===== src/rtl/hazard_scoreboard_pkg.sv =====
// ---------------------------------------------------------------------------
// hazard_scoreboard_pkg
// Shared definitions for the hazard unit and its multi-cycle scoreboard:
//   - mcState_t : state encoding of the multi-cycle tracker FSM
//   - FWD_*     : operand forward-select codes driven on ForwardxE / ForwardxD
//   - MC_CNT_W  : width of the latency down-counter (covers MC_LAT up to 255)
// ---------------------------------------------------------------------------
package hazard_scoreboard_pkg;

  typedef enum logic [1:0] {
    MC_IDLE = 2'd0,
    MC_BUSY = 2'd1,
    MC_WB   = 2'd2
  } mcState_t;

  localparam logic [1:0] FWD_RF = 2'b00;  // register file
  localparam logic [1:0] FWD_W  = 2'b01;  // writeback stage result
  localparam logic [1:0] FWD_M  = 2'b10;  // memory stage result
  localparam logic [1:0] FWD_MC = 2'b11;  // multi-cycle unit result

  localparam int MC_CNT_W = 8;

endpackage


===== src/rtl/mc_scoreboard.sv =====
// ---------------------------------------------------------------------------
// mc_scoreboard
// Tracks the single outstanding multi-cycle (mul/div) operation: a latency
// FSM (IDLE -> BUSY -> WB) plus one pending bit per architectural register.
//
// Ports
//   clk, rst_n   : clock, asynchronous active-low reset
//   McStartE     : multi-cycle op in E issues this cycle (accepted in IDLE only)
//   RdE          : destination of the issuing op
//   pending      : per-register "result not yet written" bits (bit 0 always 0)
//   McIssue      : issue accepted this cycle (IDLE and McStartE)
//   McBusy       : FSM in BUSY or WB
//   McWbValid    : one-cycle writeback pulse (WB state)
//   McWbRd       : destination register of the outstanding op
// ---------------------------------------------------------------------------
module mc_scoreboard
  import hazard_scoreboard_pkg::*;
#(
  parameter int NREG   = 32,
  parameter int AW     = $clog2(NREG),
  parameter int MC_LAT = 8
) (
  input  logic            clk,
  input  logic            rst_n,
  input  logic            McStartE,
  input  logic [AW-1:0]   RdE,
  output logic [NREG-1:0] pending,
  output logic            McIssue,
  output logic            McBusy,
  output logic            McWbValid,
  output logic [AW-1:0]   McWbRd
);

  mcState_t              stateReg, stateNext;
  logic [MC_CNT_W-1:0]   cntReg, cntNext;
  logic [AW-1:0]         wbRdReg, wbRdNext;

  always_ff @(posedge clk or negedge rst_n) begin
    if (!rst_n) begin
      stateReg <= MC_IDLE;
      cntReg   <= '0;
      wbRdReg  <= '0;
    end else begin
      stateReg <= stateNext;
      cntReg   <= cntNext;
      wbRdReg  <= wbRdNext;
    end
  end

  // The counter is loaded with MC_LAT-1 on issue and WB is entered on the
  // cycle the decrement would reach zero, so the writeback cycle falls
  // exactly MC_LAT cycles after the issue cycle.
  always_comb begin
    stateNext = stateReg;
    cntNext   = cntReg;
    wbRdNext  = wbRdReg;
    case (stateReg)
      MC_IDLE: begin
        if (McStartE) begin
          stateNext = MC_BUSY;
          cntNext   = MC_CNT_W'(MC_LAT - 1);
          wbRdNext  = RdE;
        end
      end
      MC_BUSY: begin
        if (cntReg <= MC_CNT_W'(1)) begin
          stateNext = MC_WB;
          cntNext   = '0;
        end else begin
          cntNext = cntReg - MC_CNT_W'(1);
        end
      end
      MC_WB: begin
        stateNext = MC_IDLE;
      end
      default: begin
        stateNext = MC_IDLE;
        cntNext   = '0;
      end
    endcase
  end

  assign McIssue   = (stateReg == MC_IDLE) && McStartE;
  assign McBusy    = (stateReg == MC_BUSY) || (stateReg == MC_WB);
  assign McWbValid = (stateReg == MC_WB);
  assign McWbRd    = wbRdReg;

  // Register 0 is hardwired and never waits on anything.
  assign pending[0] = 1'b0;

  // Set and clear can never coincide: issue happens only in IDLE and the
  // clear only in WB.
  genvar gi;
  generate
    for (gi = 1; gi < NREG; gi++) begin : g_pend
      logic bitReg;
      always_ff @(posedge clk or negedge rst_n) begin
        if (!rst_n) begin
          bitReg <= 1'b0;
        end else if (McIssue && (RdE == AW'(gi))) begin
          bitReg <= 1'b1;
        end else if (McWbValid && (wbRdReg == AW'(gi))) begin
          bitReg <= 1'b0;
        end
      end
      assign pending[gi] = bitReg;
    end
  endgenerate

endmodule


===== src/rtl/hazard_scoreboard.sv =====
// ---------------------------------------------------------------------------
// hazard_scoreboard
// Pipeline hazard unit: operand forwarding for E and D, load-use and
// multi-cycle scoreboard stalls, redirect flushes and a stall-cycle counter.
//
// Ports
//   clk, rst_n                  : clock, asynchronous active-low reset
//   Rs1D, Rs2D, Rs1E, Rs2E      : source registers in D and E
//   RdE, RdM, RdW               : destination registers in E, M, W
//   RegWriteM, RegWriteW        : register write enables in M and W
//   LoadE                       : E holds a load
//   McOpD                       : D holds a multi-cycle op
//   McStartE                    : multi-cycle op issues from E this cycle
//   PCRedirectE                 : taken branch/jump resolved in E
//   ForwardAE, ForwardBE        : E operand select (RF / W / M)
//   ForwardAD, ForwardBD        : D operand select (RF / W / M / MC)
//   StallF, StallD, FlushD, FlushE : pipeline control
//   McBusy, McWbValid, McWbRd   : multi-cycle unit status / writeback port
//   StallCnt                    : saturating count of stalled cycles
// ---------------------------------------------------------------------------
module hazard_scoreboard
  import hazard_scoreboard_pkg::*;
#(
  parameter int NREG   = 32,
  parameter int AW     = $clog2(NREG),
  parameter int MC_LAT = 8,
  parameter int CW     = 16
) (
  input  logic          clk,
  input  logic          rst_n,
  input  logic [AW-1:0] Rs1D,
  input  logic [AW-1:0] Rs2D,
  input  logic [AW-1:0] Rs1E,
  input  logic [AW-1:0] Rs2E,
  input  logic [AW-1:0] RdE,
  input  logic [AW-1:0] RdM,
  input  logic [AW-1:0] RdW,
  input  logic          RegWriteM,
  input  logic          RegWriteW,
  input  logic          LoadE,
  input  logic          McOpD,
  input  logic          McStartE,
  input  logic          PCRedirectE,
  output logic [1:0]    ForwardAE,
  output logic [1:0]    ForwardBE,
  output logic [1:0]    ForwardAD,
  output logic [1:0]    ForwardBD,
  output logic          StallF,
  output logic          StallD,
  output logic          FlushD,
  output logic          FlushE,
  output logic          McBusy,
  output logic          McWbValid,
  output logic [AW-1:0] McWbRd,
  output logic [CW-1:0] StallCnt
);

  logic [NREG-1:0] pending;
  logic            mcIssue;
  logic            lwStall;
  logic            sbStall;
  logic            stallAny;
  logic [3:0]      fwdEVec;
  logic [3:0]      fwdDVec;
  logic [1:0]      pendHitVec;
  logic [AW-1:0]   srcE [2];
  logic [AW-1:0]   srcD [2];
  logic [CW-1:0]   stallCntReg;

  mc_scoreboard #(
    .NREG   (NREG),
    .AW     (AW),
    .MC_LAT (MC_LAT)
  ) u_mc_scoreboard (
    .clk       (clk),
    .rst_n     (rst_n),
    .McStartE  (McStartE),
    .RdE       (RdE),
    .pending   (pending),
    .McIssue   (mcIssue),
    .McBusy    (McBusy),
    .McWbValid (McWbValid),
    .McWbRd    (McWbRd)
  );

  assign srcE[0] = Rs1E;
  assign srcE[1] = Rs2E;
  assign srcD[0] = Rs1D;
  assign srcD[1] = Rs2D;

  genvar gi;
  generate
    for (gi = 0; gi < 2; gi++) begin : g_src
      logic [1:0] fwdE;
      logic [1:0] fwdD;
      logic       pendHit;

      always_comb begin
        fwdE = FWD_RF;
        if (srcE[gi] != '0) begin
          if (RegWriteM && (RdM == srcE[gi])) begin
            fwdE = FWD_M;
          end else if (RegWriteW && (RdW == srcE[gi])) begin
            fwdE = FWD_W;
          end
        end
      end

      // The multi-cycle writeback port wins over the pipeline stages: it is
      // the only source of that value on the WB cycle.
      always_comb begin
        fwdD = FWD_RF;
        if (srcD[gi] != '0) begin
          if (McWbValid && (McWbRd == srcD[gi])) begin
            fwdD = FWD_MC;
          end else if (RegWriteM && (RdM == srcD[gi])) begin
            fwdD = FWD_M;
          end else if (RegWriteW && (RdW == srcD[gi])) begin
            fwdD = FWD_W;
          end
        end
      end

      // A pending bit being cleared this cycle is covered by the MC forward,
      // so it does not stall. On the issue cycle the bit is not yet set, but
      // a D-stage reader of the issuing destination must still wait.
      always_comb begin
        pendHit = 1'b0;
        if (pending[srcD[gi]] && !(McWbValid && (McWbRd == srcD[gi]))) begin
          pendHit = 1'b1;
        end
        if (mcIssue && (RdE != '0) && (RdE == srcD[gi])) begin
          pendHit = 1'b1;
        end
      end

      assign fwdEVec[gi*2 +: 2] = fwdE;
      assign fwdDVec[gi*2 +: 2] = fwdD;
      assign pendHitVec[gi]     = pendHit;
    end
  endgenerate

  assign ForwardAE = fwdEVec[1:0];
  assign ForwardBE = fwdEVec[3:2];
  assign ForwardAD = fwdDVec[1:0];
  assign ForwardBD = fwdDVec[3:2];

  assign lwStall = LoadE && (RdE != '0) && ((Rs1D == RdE) || (Rs2D == RdE));

  // A second multi-cycle op in D also waits on the issue cycle of the first;
  // otherwise it would reach E while the unit is BUSY and be dropped.
  assign sbStall = (|pendHitVec) || (McOpD && (McBusy || mcIssue));

  assign stallAny = lwStall || sbStall;
  assign StallF   = stallAny && !PCRedirectE;
  assign StallD   = stallAny && !PCRedirectE;
  assign FlushD   = PCRedirectE;
  assign FlushE   = PCRedirectE || stallAny;

  always_ff @(posedge clk or negedge rst_n) begin
    if (!rst_n) begin
      stallCntReg <= '0;
    end else if (StallD && (stallCntReg != '1)) begin
      stallCntReg <= stallCntReg + CW'(1);
    end
  end

  assign StallCnt = stallCntReg;

endmodule


===== config.mk =====
export PLATFORM = sky130hd
export DESIGN_NAME = hazard_scoreboard
export DESIGN_NICKNAME = d
export VERILOG_FILES = /design/src/rtl/hazard_scoreboard_pkg.sv /design/src/rtl/mc_scoreboard.sv /design/src/rtl/hazard_scoreboard.sv
export SDC_FILE = /design/constraint.sdc
export NUM_CORES = 1
export LEC_CHECK = 0
export ABC_AREA = 1
export BUFFER_PORTS_ARGS = -buffer_cell sky130_fd_sc_hd__clkbuf_2
export CAP_MARGIN = 20
export CORE_MARGIN = 2
export CORE_UTILIZATION = 36
export CTS_CLUSTER_DIAMETER = 120
export DETAILED_ROUTE_END_ITERATION = 10
export GPL_TIMING_DRIVEN = 0
export PLACE_DENSITY = 0.53
export SLEW_MARGIN = 15
export SYNTH_ARGS = -nofsm -noshare
export SYNTH_HDL_FRONTEND = slang
export SYNTH_SLANG_ARGS = --single-unit

===== constraint.sdc =====
create_clock -name clk -period 1.9 [get_ports clk]
set_clock_uncertainty 0.15 [all_clocks]
set_input_delay 0.095 -clock clk [delete_from_list [all_inputs] [get_ports clk]]
set_output_delay 0.095 -clock clk [all_outputs]
set_load 0.005 [all_outputs]

**Word level (Yosys, flattened, before mapping)**

Index checks and enable logic that the tools add are counted.

- $add $sub $neg: 2
- Multiply operators: 0
- Divide/modulo/power cells: 0
- Magnitude comparators: 3
- Eq/ne operators: 81
- Shift-type cells: 0
- Multiplexer cells: 90
- Bitwise logic cells: 1
- Reduce and logical (&&, ||, !) cells: 133

Operators with widths:

| kind | count |
|---|---|
| $eq 5x5->1 const B | 32 |
| $logic_and 1x1->1 | 83 |
| $eq 5x4->1 const B | 16 |
| $mux 1 | 72 |
| $eq 5x5->1 | 14 |
| $reduce_bool 2->1 | 31 |
| $eq 5x3->1 const B | 8 |
| $reduce_bool 5->1 | 5 |
| $mux 2 | 12 |
| $pmux 8 s3 | 1 |
| $eq 5x2->1 const B | 4 |
| $add 16x1->16 const B | 1 |
| $mux 8 | 2 |
| $ne 16x16->1 const B | 1 |
| $lt 5x6->1 const B | 2 |
| $bmux 1 s5 | 2 |
| $eq 5x1->1 const B | 2 |
| $le 8x1->1 const B | 1 |
| $sub 8x1->8 const B | 1 |
| $logic_or 1x1->1 | 6 |
| $reduce_and 2->1 | 3 |
| $pmux 2 s2 | 1 |
| $logic_not 1->1 | 3 |
| $eq 2x1->1 const B | 1 |
| other kinds (6) | 6 |

- Flip-flop bits (word level): 62
- Latch bits: 0
- Memory bits (writable): 0
- ROM bits: 0
- Input bits: 43
- Output and inout port bits: 35
- Logic and storage cells: 345
- Memories kept: 0

**Longest topological paths before layout**

- Depth after elaboration: 11
- Gate-level depth with buffers: 13
- Depth with buffers taken out: 12

**By module**

A second synthesis with hierarchy kept.

- Cell total of the unflattened synthesis: 792
- Area total of the unflattened synthesis: 5,188.7 µm²

By module, submodules not included:

| module | times used | cells an instance | area an instance (µm²) | sequential area each (µm²) |
|---|---|---|---|---|
| hazard_scoreboard | 1 | 464 | 2,605.0 | 400.4 |
| mc_scoreboard | 1 | 328 | 2,583.7 | 1,151.1 |

**Least setup slack after synthesis**

Ideal clock, no wire load.

- Path kind: register to output
- Start: reg u_mc_scoreboard.stateReg[0]
- End: out StallF
- Arrival: 1.670 ns
- Required time: 1.655 ns
- Setup slack: -0.015 ns
- Stages on the path, launching flop included: 12
- Buffers on the path: 2
- Cells stage by stage: dfrtp_1 inv_1 ha_1 o21ai_0 a21oi_1 nand3_1 nand3_1 nand3_2 buf_2 nand2_1 inv_1 buf_4

- Longest elaborated chain between the ends: 10
- Elaborated cells between the ends (all ways): 24
- Classes of those cells: 2 x eq/ne; 4 x mux; 18 x reduce/logical

Ends and longest elaborated chain:

| element | line | text |
|---|---|---|
| start: declaration | mc_scoreboard.sv:34 | `mcState_t stateReg, stateNext;` |
| start signal: assignment | mc_scoreboard.sv:44 | `stateReg <= stateNext;` |
| $eq 2x2->1 * | mc_scoreboard.sv:85 | `assign McWbValid = (stateReg == MC_WB);` |
| net McWbValid | hazard_scoreboard.sv:53 | `output logic McWbValid,` |
| $logic_and 1x1->1 | hazard_scoreboard.sv:129 | `if (pending[srcD[gi]] && !(McWbValid && (McWbRd == srcD[gi]))) begin` |
| $logic_not 1->1 | hazard_scoreboard.sv:129 |  |
| $logic_and 1x1->1 | hazard_scoreboard.sv:129 |  |
| $mux 1 | hazard_scoreboard.sv:129 |  |
| $mux 1 | hazard_scoreboard.sv:132 | `if (mcIssue && (RdE != '0) && (RdE == srcD[gi])) begin` |
| $reduce_or 2->1 | hazard_scoreboard.sv:152 | `assign sbStall = (\|pendHitVec) \|\| (McOpD && (McBusy \|\| mcIssue));` |
| $logic_or 1x1->1 * | hazard_scoreboard.sv:152 |  |
| $logic_or 1x1->1 * | hazard_scoreboard.sv:154 | `assign stallAny = lwStall \|\| sbStall;` |
| $logic_and 1x1->1 * | - |  |
| end: declaration | hazard_scoreboard.sv:48 | `output logic StallF,` |

The timed path passes the listed nets; every way through them passes the cells marked *.

**Worst setup path after layout**

- Start: reg u_mc_scoreboard.stateReg[0]
- End: out StallF

- Longest elaborated chain between the ends: 10
- Elaborated cells between the ends (all ways): 24
- Classes of those cells: 2 x eq/ne; 4 x mux; 18 x reduce/logical

Ends and longest elaborated chain:

| element | line | text |
|---|---|---|
| $eq 2x2->1 | mc_scoreboard.sv:84, mc_scoreboard.sv:85 |  |
| $logic_and 1x1->1 | hazard_scoreboard.sv:129 |  |
| $logic_not 1->1 | hazard_scoreboard.sv:129 |  |
| $logic_and 1x1->1 | hazard_scoreboard.sv:129 |  |
| $mux 1 | hazard_scoreboard.sv:129 |  |
| $mux 1 | hazard_scoreboard.sv:132 |  |
| $reduce_or 2->1 | hazard_scoreboard.sv:152 |  |
| $logic_or 1x1->1 * | hazard_scoreboard.sv:152 |  |
| $logic_or 1x1->1 * | hazard_scoreboard.sv:154 |  |
| $logic_and 1x1->1 * | hazard_scoreboard.sv:155 | `assign StallF = stallAny && !PCRedirectE;` |

Every way passes the cells marked *; elsewhere a longest branch is shown, timed or not.

==> flow_summary.toml <==
[clock_network]
clk_latency_ns = 0.33
cts_tree = "done"
h-tree-depth = 3
clk_pin_slew_ns = 0.05
clock-sinks = 62
clk_path_buf_depth = 2
clock-root-buffer = "clkbuf_16"
numCtsBuffers = 9

[timing]
fin_crit_sh = 1.17
tightest_slew_ns = 0.720
rsz0062_at_grt = "true"
fin_crit_ns = 2.22
final_hold_viol_count = 0
fmax_ghz = 0.451
setup_ws_ns = -0.318
setup_viol = 30
slew_headroom = 0.519
slew_violations = 0

[grt]
use_met3 = 0.0330
antenna_found_initial = 0
globalRoute.busiestLayer = "met2"
grt_pass1_wl_mm = 27.1
grt_usage = 0.239
grt_remaining_overflow = 0
first_global_vias = 5302
met2_usage = 0.373
grt_max_degree = 45
use_met1 = 0.333

[synth]
yosysTopAreaCellShare = 0.323
synthSimpleGateAreaFrac = 0.333
synth_top_cell_by_area = "dfrtp_1"
synth_area_leaders = "dfrtp_1, nand2_1, inv_1, nand3_1, o21ai_0"
synth_fp_nets = 789
synth_seq_area_share = 0.323
synth_top_family_by_area = "simple AND/OR/NAND/NOR gates"
synth_compound_area_frac = 0.134
avgSynthCellArea_um2 = 6.50
synth_seq_cells = 62
syn_area_um2 = 4800
ys_warn_count = 0
yosys.area_share.xor_xnor = 0.0639
synth.distinct_cells = 31
netlist_instances = 739
synthAdderAreaFrac = 0.0182
yosys-mux-area-fraction = 0

[critical_path]
cp-start-kind = "register"
critPathSlowestCell = "dfrtp_1"
crit_fanout = 3
crit_arrival_ns = 1.97
cp_common_cell = "inv_2"
crit_family = "buffers and inverters"
criticalPathCategory = "register to output port"
cp.required_ns = 1.65
crit_buf_inv = 6
max_stage_delay_ns = 0.38
worst_setup_path_end_kind = "output port"
crit_chain = "inv_2 -> ha_4 -> inv_2 -> a21oi_2 -> nand3_2 -> nand3_4 -> nand3_2 -> buf_6 -> nand2_2 -> inv_2 -> buf_6 -> clkbuf_2"

[run_status]
violations = "negative setup slack"
status = "finished, violations left"

[placement]
portBuffers = 66
dp_hpwl_mm = 12.2
dp_cells = 982
gp_congestion = 0.868

[floorplanning]
io-pin-count = 78
die_w_um = 119
std_cell_rows = 42
dieArea_um2 = 14300
core-area_um2 = 13100
die_h_um = 119
initial_core_util = 0.365

[cells_and_area]
final_util = 0.482
num_antenna_cells = 0
final_cell_mix = "nand2_1, inv_1, nand3_1"
final_common_cell = "nand2_1"
fin_cells = 1042
syn2layout_area_growth_pct = 31.8
final_nets = 911
drive_above_1_share = 0.237

[route]
wl_per_cell_um = 16.2
via_count = 5487
firstDrtPassIters = 5
drc = 0
ant_nets = 0
wl_mm = 16.9
via_per_inst = 5.27
drt_iter0_markers = 494

[pwr]
p_leak_nw = 3.13
pwr-share-comb = 0.468
p_sw_w = 0.00308
sw_frac_of_total = 0.408
p_per_area_nw_per_um2 = 1190
p_int_w = 0.00447
pwr-share-seq = 0.297
clock_power_share = 0.235
ir_drop_v = 0.000753

[run]
max_cap_viol_count = 0

[hold_path]
hp-class = "input port to register"
==> repair_timing <==
action	in CTS	in global routing
hold buffers	4	0
endpoints found under the setup margin	50	45
pin swaps	14	17
hold endpoints to repair	65	0
resized for setup	60	34
gates cloned	1	0
setup buffers	38	14
==> Yosys cell counts, drive strengths merged <==
library cell,instances
nand2,191
inv,116
nand3,76
dfrtp,62
nor2,62
o21ai,55
nand4,24
xor2,24
a21oi,21
buf,20
o22ai,20
clkbuf,14
xnor2,11
nor3,10
ha,7
nor4,5
a211oi,4
a221oi,4
o2111ai,4
o211ai,2
o21a,2
a22oi,1
and3,1
nand3b,1
nor2b,1
or2,1
==> registers in the layout (all words and copies together) (netlist names) <==
signal                         count
u_mc_scoreboard.stateReg           2
u_mc_scoreboard.cntReg             8
StallCnt                          16
u_mc_scoreboard.g_pend.bitReg     31
u_mc_scoreboard.McWbRd             5
==> path summary, 6_finish.rpt <==
path / start / end / slack, ns / depth (start not counted)
min in group asynchronous: rst_n / u_mc_scoreboard.g_pend[25].bitReg / 0.06 / 2
worst max-delay path: u_mc_scoreboard.stateReg[0] / StallF / -0.32 / 12
worst max register to register: u_mc_scoreboard.stateReg[0] / StallCnt[5] / -0.26 / 14
max in group asynchronous: rst_n / u_mc_scoreboard.McWbRd[1] / 1.00 / 3
worst min register to register: u_mc_scoreboard.g_pend[26].bitReg / u_mc_scoreboard.g_pend[26].bitReg / 0.34 / 2
worst min-delay path: RdE[2] / u_mc_scoreboard.McWbRd[2] / 0.04 / 3
==> routing by layer <==
| layer | part of all wire | vias up |
|---|---|---|
| met3 | 0.071 | 35 |
| met4 | 0.023 | 0 |
| met1 | 0.45 | 2577 |
| li1 | - | 2637 |
| met5 | 0 | - |
| met2 | 0.45 | 238 |
==> kinds of logic after synthesis <==
logic type	after synthesis
fa+ha+maj	7
flops	62
compound gates	113
simple gates	372
xor+xnor	35
buf+inv	150
==> final cells by class <==
class | count | area (um2)
inverters | 116 | 435
flip-flops and latches | 62 | 1560
plain buffers | 32 | 210
fillers | 1380 | 6810
clock inverters | 6 | 85.1
well taps | 176 | 220
repair buffers | 113 | 753
clock buffers | 10 | 239
multi-input cells | 527 | 2820
==> worst register-to-register path: stages, from the launching register on <==
cell and delay, ns:
dfrtp_1 0.38, inv_2 0.12, ha_4 0.19, inv_2 0.05, a21oi_2 0.12, nand3_2 0.12
nand3_4 0.14, nand3_2 0.10, buf_4 0.14, buf_6 0.11, buf_6 0.12, nand3_4 0.11
buf_6 0.14, nand2_1 0.06, nand2_1 0.06
==> through the flow <==
step,power (W),setup TNS [ns],cell area (um2),worst slack (ns),hold WS (ns)
2_1_floorplan,0.00400,0,4800,0.0118,-0.351
3_3_place_gp,0.00491,-11.39,5350,-0.480,0.309
3_5_place_dp,0.00498,-13.38,5380,-0.616,-0.116
4_1_cts,0.00733,-4.07,6180,-0.278,0.0106
5_1_grt,0.00813,-8.74,6330,-0.388,0.0624
6_report,0.00755,-6.03,6330,-0.318,0.0380
==> power by group through the flow <==
stage	logic, W	registers (W)	clock network [W]
after global routing	0.00394	0.00231	0.00188
final	0.00353	0.00224	0.00178
after global placement	0.00265	0.00226	0
after floorplan	0.00186	0.00214	0
after detailed placement	0.00270	0.00228	0
after CTS	0.00330	0.00223	0.00181
Note: power is estimated with default switching activity, not from simulation.
